`src/rtl/sw_mainboard_write_strobes.sv`:
```
// Main-CPU write decode for the 0x46xx control window: stretched strobes,
// 8-bit addressable output latch and ADC channel latch, all registered on clk_3.
module sw_mainboard_write_strobes #(
  parameter int unsigned STROBE_WIDTH = 1,
  parameter logic [15:0] BASE_ADDR    = 16'h4600
) (
  input  logic        clk_3,
  input  logic        reset,
  input  logic [15:0] cpu_addr,
  input  logic        cpu_rw,
  input  logic        cpu_wr_en,
  input  logic [7:0]  cpu_dout,
  output logic        evggo,
  output logic        evgres,
  output logic        wdclr,
  output logic        irqclr,
  output logic [7:0]  out_latch,
  output logic        nstore,
  output logic        adc_start,
  output logic [1:0]  adc_chan,
  output logic        soundrst
);

  localparam int unsigned CNT_W       = 4;
  localparam int unsigned NUM_STROBES = 7;
  localparam logic [CNT_W-1:0] RELOAD = CNT_W'(STROBE_WIDTH);

  localparam int unsigned S_EVGGO    = 0;
  localparam int unsigned S_EVGRES   = 1;
  localparam int unsigned S_WDCLR    = 2;
  localparam int unsigned S_IRQCLR   = 3;
  localparam int unsigned S_NSTORE   = 4;
  localparam int unsigned S_ADC      = 5;
  localparam int unsigned S_SOUNDRST = 6;

  logic                   accept_c;
  logic                   latch_we_c;
  logic [NUM_STROBES-1:0] hit_c;
  logic [CNT_W-1:0]       cnt_q     [NUM_STROBES];
  logic [CNT_W-1:0]       cnt_nxt_c [NUM_STROBES];
  logic [NUM_STROBES-1:0] strb_q;
  logic                   unused_bits_c;

  // Address bits 4:3 and the low data bits never select anything.
  assign unused_bits_c = ^{cpu_addr[4:3], cpu_dout[6:0]};

  // Decode one accepted write into at most one strobe hit or a latch write.
  always_comb begin
    accept_c   = cpu_wr_en && !cpu_rw && (cpu_addr[15:8] == BASE_ADDR[15:8]);
    hit_c      = '0;
    latch_we_c = 1'b0;
    if (accept_c) begin
      case (cpu_addr[7:5])
        3'd0: hit_c[S_EVGGO]    = 1'b1;
        3'd1: hit_c[S_EVGRES]   = 1'b1;
        3'd2: hit_c[S_WDCLR]    = 1'b1;
        3'd3: hit_c[S_IRQCLR]   = 1'b1;
        3'd4: latch_we_c        = 1'b1;
        3'd5: hit_c[S_NSTORE]   = 1'b1;
        3'd6: hit_c[S_ADC]      = (cpu_addr[1:0] != 2'd3);
        default: hit_c[S_SOUNDRST] = 1'b1;
      endcase
    end
  end

  // Per-strobe down-counter; a hit reloads, so retriggers extend the pulse.
  always_comb begin
    for (int k = 0; k < NUM_STROBES; k++) begin
      cnt_nxt_c[k] = '0;
      if (hit_c[k]) begin
        cnt_nxt_c[k] = RELOAD;
      end else if (cnt_q[k] != '0) begin
        cnt_nxt_c[k] = cnt_q[k] - CNT_W'(1);
      end
    end
  end

  always_ff @(posedge clk_3) begin
    if (reset) begin
      for (int k = 0; k < NUM_STROBES; k++) begin
        cnt_q[k] <= '0;
      end
      strb_q    <= '0;
      out_latch <= 8'h00;
      adc_chan  <= 2'd0;
    end else begin
      for (int k = 0; k < NUM_STROBES; k++) begin
        cnt_q[k]  <= cnt_nxt_c[k];
        strb_q[k] <= (cnt_nxt_c[k] != '0);
      end
      if (latch_we_c) begin
        out_latch[cpu_addr[2:0]] <= cpu_dout[7];
      end
      if (hit_c[S_ADC]) begin
        adc_chan <= cpu_addr[1:0];
      end
    end
  end

  assign evggo     = strb_q[S_EVGGO];
  assign evgres    = strb_q[S_EVGRES];
  assign wdclr     = strb_q[S_WDCLR];
  assign irqclr    = strb_q[S_IRQCLR];
  assign nstore    = strb_q[S_NSTORE];
  assign adc_start = strb_q[S_ADC];
  assign soundrst  = strb_q[S_SOUNDRST];

endmodule

```
`config.mk`:
```
export PLATFORM = sky130hd
export DESIGN_NAME = sw_mainboard_write_strobes
export DESIGN_NICKNAME = d
export VERILOG_FILES = /design/src/rtl/sw_mainboard_write_strobes.sv
export SDC_FILE = /design/constraint.sdc
export NUM_CORES = 1
export LEC_CHECK = 0
export CELL_PAD_IN_SITES_DETAIL_PLACEMENT = 1
export CELL_PAD_IN_SITES_GLOBAL_PLACEMENT = 1
export CORE_UTILIZATION = 40
export CTS_CLUSTER_DIAMETER = 60
export DETAILED_ROUTE_END_ITERATION = 16
export PLACE_DENSITY = 0.82
export SKIP_CTS_REPAIR_TIMING = 1
export SLEW_MARGIN = 25
export SYNTH_ARGS = -nofsm -noshare
export SYNTH_HDL_FRONTEND = slang
export SYNTH_SLANG_ARGS = --single-unit
```
`constraint.sdc`:
```
create_clock -name clk_3 -period 4.4 [get_ports clk_3]
set_input_delay 0.88 -clock clk_3 [delete_from_list [all_inputs] [get_ports clk_3]]
set_output_delay 0.88 -clock clk_3 [all_outputs]
set_load 0.01 [all_outputs]
```
==> results of run 1 <==
[sequential cells by signal, indices dropped and copies added (netlist names)]
register   flops
adc_chan       2
cnt_q         28
out_latch      8
strb_q         7
[worst max-delay path: stages]
cell             delay, ns
clkdlybuf4s50_1       0.45
or4bb_1               0.67
nor4_1                0.69
nor2_1                0.17
a21oi_1               0.16
[worst max path at each step]
stage | endpoint | start | cells after the start
after floorplan | out_latch[5] | cpu_rw | 5
after global placement | strb_q[2] | cpu_addr[9] | 5
after detailed placement | strb_q[2] | cpu_addr[9] | 5
after CTS | strb_q[2] | cpu_addr[9] | 5
after global routing | strb_q[2] | cpu_addr[9] | 5
final | strb_q[2] | cpu_addr[9] | 5
[where the power goes]
part,total [mW],switching (mW),internal [mW]
combinational,0.810,0.399,0.412
sequential,0.623,0.0929,0.530
clock,0.275,0.133,0.142
[layout make-up]
type	count	share of cell area
Clock buffer	7	0.0345
Clock inverter	1	0.00179
Inverter	19	0.0255
Multi-Input combinational cell	189	0.456
Sequential cell	45	0.322
Tap cell	72	0.0322
Timing Repair Buffer	36	0.128
[stage by stage]
step | util | instance area (um2) | hold WS (ns)
2_1_floorplan | - | 2300 | 0.493
3_3_place_gp | 0.486 | 2700 | 0.464
3_5_place_dp | 0.486 | 2700 | 0.466
4_1_cts | 0.505 | 2800 | 0.486
5_1_grt | 0.505 | 2800 | 0.507
6_report | 0.505 | 2800 | 0.483
[kinds of logic after synthesis]
| kind of cell | count (synthesis) |
|---|---|
| and+or+nand+nor | 124 |
| DFF | 45 |
| AOI/OAI and AO/OA | 42 |
| buffers and inverters | 31 |
| muxes | 14 |
| adders and majority gates | 8 |
| xor gates and xnor gates | 1 |
[layout by cell type (no fill, tap or decap), types with 5 or more instances in the layout]
master and count:
nor2b_1 5, nor4_1 9, nor3_1 19, a21oi_1 18, nand2b_1 15, nand3_1 6
clkdlybuf4s50_1 35, ha_1 8, nor3b_1 6, mux2i_1 14, dfxtp_1 45, o21ai_0 6
clkbuf_8 7, nor2_1 30, nand3b_1 5, inv_1 19
[routing by layer]
metal,share of wire,up-vias
li1,-,1014
met3,0.031,2
met5,0,-
met4,0.0039,0
met1,0.50,938
met2,0.47,28
==> summary.md, run 1 <==
| Metric | Value |
|---|---|
| Largest family of logic cells by synthesized area | `simple AND/OR/NAND/NOR gates` |
| Standard-cell rows | `27` |
| Initial DRC count | `67` |
| Met2 usage in global routing | `0.296` |
| TNS Setup | `0 ns` |
| Largest area contributor in the netlist | `dfxtp_1` |
| Hold Path Depth | `2` |
| Wirelength per Cell | `13.3 um` |
| Core Region | `5540 um2` |
| Syn. warnings | `0` |
| Simple-gate share of the synthesized area | `0.329` |
| Gr usage total | `0.169` |
| IO Port Bufs | `35` |
| DIE AREA | `6060 um2` |
| Reg-to-Reg Start | `cnt_q[6][0]` |
| Worst Hold Path EP | `out_latch[4]` |
| Flop2flop setup slack | `2.89 ns` |
| Pwr per Cell Area | `611 nW/um2` |
| CTS max path bufs | `2` |
| Htree depth | `2` |
| DR vias | `1982` |
| Most frequently used flop master after synthesis | `dfxtp_1` |
| Cells after Synth | `265` |
| Final setup viols | `0` |
| TritonCTS Sinks | `45` |
| Pin count of the biggest net entering global routing | `24` |
| RSZ-0062 raised after global routing | `false` |
| Post-synthesis sequential area ratio | `0.392` |
| Critical Path RT | `4.61 ns` |
| Area of the multi-input gates | `1270 um2` |
| Start point of the worst hold path | `out_latch[4]` |
| Slew headroom | `0.498` |
| Syn_nets | `301` |
| Asr flop ratio synth | `0` |
| Area share of the largest cell type after synthesis | `0.392` |
| Peak supply drop | `0.000308 V` |
| Crit path capture type | `flop` |
| # diodes | `0` |
| Top cells by area, synth | `dfxtp_1 (39%), mux2i_1 (6.1%), nor2_1 (4.9%)` |
| Antenna violations before repair | `0` |
| Compound-Gate Fraction of Synth Area | `0.118` |
| FF+latch area | `901 um2` |
| Met1 Use GR | `0.216` |
| Run status | `complete, no violations` |
| Tmin final | `2.82 ns` |
| CTS tree | `built` |
| Crit Path Max Fanout | `9` |
| Post-Place Setup Slack | `1.23 ns` |
| Max cap viols | `0` |
| Post-synth EDFFs | `0` |
| Post-Synth Adder-Cell Area | `0.0435` |
| Mux contribution to synthesized area | `0.0609` |
| Final net count | `332` |
| Met3 track demand over resource | `0.0282` |
| R2R depth | `5` |
| Post-synth top cells | `dfxtp_1 (45), nor2_1 (30), inv_1 (19), nor3_1 (19), a21oi_1 (18)` |
| Remaining Overflow, GRT | `0` |
| Synthesized area | `2300 um2` |
| Pleak | `1.04 nW` |
| Final worst slack | `1.58 ns` |
| Post-DP HPWL | `3740 um` |
| DRC viols | `0` |
| Fin cells | `369` |
| Vias per inst | `5.37` |
| Clock Skew | `0.00483 ns` |
| Die height | `77.8 um` |
| Area Growth Syn to Fin | `21.6%` |
| Fin. Hold Viols | `0` |
| Final ANT Viol Nets | `0` |
| Synth Area per Inst | `8.68 um2` |
| Placed Cells | `361` |
| CTS clk-pin slew, worst paths | `0.08 ns` |
| Ratio of final minimum period to clock period | `0.640` |
| Clock insertion delay at the later pin of the skew report | `0.28 ns` |
| Max Clk Rate | `0.355 GHz` |
| CTS buffer count | `5` |
| Starting Density | `0.415` |
| Most common cell in the synthesized netlist | `dfxtp_1` |
| Routed WL | `4900 um` |
| Global-route wire length before repair | `8400 um` |
| Number of global-route vias before repair | `1877` |
| Crit path launch type | `primary input` |
| Most used routing layer | `met2` |
| Die width | `77.8 um` |
| RD Place Congestion | `0.805` |
| Boundary pin count | `45` |
| Netlist cell types | `46` |
| Layout cell share with drive strength beyond 1 | `0.0741` |
| Hold crit path type | `reg -> reg` |
| Clock root buffer | `clkbuf_8` |
| Crit path kind | `in -> reg` |
| Number of fill cells | `672` |
| Max Slew Vio Count | `0` |
| WP data arrival | `3.02 ns` |
| Worst R2R End | `strb_q[6]` |
| Synth Area in XOR/XNOR | `0.00381` |
| Worst Tran Pin Value | `0.746 ns` |
| Seq cells post-synth | `45` |
| Final Power | `1.71 mW` |
| DRT Pass-1 Iters | `4` |
(Power assumes the default switching activity.)
==> inputs of run 2 (changes only) <==
--- a/config.mk
+++ b/config.mk
@@ -7,10 +7,10 @@
 export LEC_CHECK = 0
 export CELL_PAD_IN_SITES_DETAIL_PLACEMENT = 1
 export CELL_PAD_IN_SITES_GLOBAL_PLACEMENT = 1
-export CORE_UTILIZATION = 40
+export CORE_UTILIZATION = 35
 export CTS_CLUSTER_DIAMETER = 60
 export DETAILED_ROUTE_END_ITERATION = 16
-export PLACE_DENSITY = 0.82
+export PLACE_DENSITY = 0.76
 export SKIP_CTS_REPAIR_TIMING = 1
 export SLEW_MARGIN = 25
 export SYNTH_ARGS = -nofsm -noshare
==> constraint.sdc (replaced) <==
create_clock -name clk_3 -period 2.5 [get_ports clk_3]
set_input_delay 0.5 -clock clk_3 [delete_from_list [all_inputs] [get_ports clk_3]]
set_output_delay 0.5 -clock clk_3 [all_outputs]
set_load 0.01 [all_outputs]
==> run 2 against run 1 <==
  * Via count increased by 4.8%
  * Combinational power grew 79%
  * Final area grew 4.7%
  * Power increased by 82%
  * Die area increased by 14%
  * Core utilization shrank 4.3 points
  * Non-clock buffer count rose by 15
  * Cell count is 5.4% higher
  * Worst hold slack hardly changed
  * Critical path type unchanged
  * Highest routed layer unchanged
==> summary.md, run 2 (synthesis results as in run 1) <==
| Metric | Value |
|---|---|
| Hold Path Depth | `2` |
| Wirelength per Cell | `13.9 um` |
| Boundary pin count | `45` |
| Fin cells | `389` |
| Slowest CP cell | `or4bb_1` |
| Crit path launch type | `primary input` |
| Core Region | `6350 um2` |
| Pwr per Cell Area | `1060 nW/um2` |
| Crit path capture type | `flop` |
| Area Growth Syn to Fin | `27.4%` |
| Clock Skew | `0.00452 ns` |
| Critical path's top delay family | `simple AND/OR/NAND/NOR gates` |
| Final net count | `347` |
| DRC viols | `0` |
| Worst Hold Path EP | `out_latch[3]` |
| Slew headroom | `0.730` |
| Clock insertion delay at the later pin of the skew report | `0.30 ns` |
| Htree depth | `2` |
| Run status | `complete, no violations` |
| Critical Path RT | `2.73 ns` |
| Tmin final | `2.31 ns` |
| Global-route wire length before repair | `9270 um` |
| Largest stage delay, worst path | `0.57 ns` |
| Worst Tran Pin Value | `0.401 ns` |
| CTS max path bufs | `2` |
| Crit Path Max Fanout | `5` |
| RD Place Congestion | `0.786` |
| Commonest cells after routing, fill and taps aside | `dfxtp_1 (45), clkdlybuf4s50_1 (35), nor2_1 (30)` |
| Fin util | `0.461` |
| R2R depth | `5` |
| Die height | `83.1 um` |
| Vias per inst | `5.34` |
| Number of global-route vias before repair | `2067` |
| DR vias | `2078` |
| Area of the multi-input gates | `1270 um2` |
| Flop2flop setup slack | `1.02 ns` |
| Hold crit path type | `reg -> reg` |
| CP Buf/Inv Count | `1` |
| Standard-cell rows | `29` |
| Ratio of final minimum period to clock period | `0.923` |
| Top Registers | `cnt_q: 28 flops, out_latch: 8 flops, strb_q: 7 flops` |
| Routed WL | `5400 um` |
| Max reg flops | `28` |
| Commonest non-fill, non-tap cell in the layout | `dfxtp_1` |
| Starting Density | `0.362` |
| Initial DRC count | `77` |
| IO Port Bufs | `35` |
| WP data arrival | `2.53 ns` |
| Antenna violations before repair | `0` |
| DIE AREA | `6900 um2` |
| Placed Cells | `381` |
| Post-DP HPWL | `3990 um` |
| Max Clk Rate | `0.433 GHz` |
| Pleak | `1.12 nW` |
| Start point of the worst hold path | `out_latch[3]` |
| Die width | `83.1 um` |
| FF+latch area | `901 um2` |
| Max cap viols | `0` |
| Final setup viols | `0` |
| Layout cell share with drive strength beyond 1 | `0.119` |
| CTS tree | `built` |
| Peak supply drop | `0.000509 V` |
| Pin count of the biggest net entering global routing | `22` |
| Remaining Overflow, GRT | `0` |
| Critical path, cell by cell | `clkdlybuf4s50_1 -> or4bb_1 -> or4_4 -> nor3b_2 -> mux2i_1` |
| Placed cell areas | `2810 um2` |
| Worst R2R End | `strb_q[0]` |
| Post-route cell area | `2930 um2` |
| CTS clk-pin slew, worst paths | `0.09 ns` |
| DRT Pass-1 Iters | `4` |
| CTS buffer count | `5` |
| Fin. Hold Viols | `0` |
| TritonCTS Sinks | `45` |
| # diodes | `0` |
| Critical path depth | `5` |
| Crit path kind | `in -> reg` |
| Gr usage total | `0.164` |
| RSZ-0062 raised after global routing | `false` |
| Clock root buffer | `clkbuf_8` |
| Final ANT Viol Nets | `0` |
| Max Slew Vio Count | `0` |
| Number of fill cells | `766` |
| Reg-to-Reg Start | `cnt_q[0][0]` |
| Largest reg by FF count | `cnt_q` |
[run 2: cell types whose count changed in the layout (fill, tap and decap cells not counted)]
cell	before	now
buf_4	1	16
clkbuf_8	7	5
bufinv_16	0	1
clkinv_4	0	1
clkinvlp_4	0	1
clkinv_2	1	0
[run 2: through the flow]
| step | setup slack, ns | power [mW] | hold slack (ns) | TNS [ns] |
|---|---|---|---|---|
| after floorplan | 0.345 | 2.18 | 0.493 | 0 |
| after global placement | -0.104 | 2.51 | 0.464 | -0.634 |
| after detailed placement | -0.144 | 2.57 | 0.466 | -0.692 |
| after CTS | 0.178 | 3.15 | 0.489 | 0 |
| after global routing | 0.142 | 3.37 | 0.508 | 0 |
| final | 0.193 | 3.11 | 0.483 | 0 |
[run 2: cell type report]
class                      count  share of cell area
clock inverter                 3              0.0158
timing repair buffer          51               0.161
tap                           77              0.0329
inverter                      19              0.0243
multi-input combinational    189               0.435
sequential                    45               0.308
clock buffer                   5              0.0235
[run 2: power breakdown]
part / internal, mW / total [mW] / switching (mW)
logic: 0.733 / 1.45 / 0.714
registers: 0.933 / 1.10 / 0.169
clock network: 0.299 / 0.562 / 0.263
[run 2: tightest hold or removal path: stages (launching register included)]
cell	delay [ns]
dfxtp_1	0.32
nand2b_1	0.06
mux2i_1	0.06
[run 2: layer usage]
metal  vias to the layer above  part of all wire  global-route usage
met5                         -                 0                   0
met4                         0             0.011              0.0627
met3                         4             0.029              0.0288
met2                        33              0.48               0.279
met1                      1000              0.48               0.206
li1                       1041                 -                   -
[run 2: worst max-delay path by stage]
| stage | from | to | slack (ns) |
|---|---|---|---|
| after CTS | cpu_addr[9] | out_latch[5] | 0.18 |
| final | cpu_addr[9] | out_latch[5] | 0.19 |
| after floorplan | cpu_rw | out_latch[5] | 0.35 |
| after detailed placement | cpu_addr[9] | out_latch[5] | -0.14 |
| after global routing | cpu_addr[9] | cnt_q[2][2] | 0.14 |
| after global placement | cpu_addr[9] | cnt_q[2][1] | -0.10 |
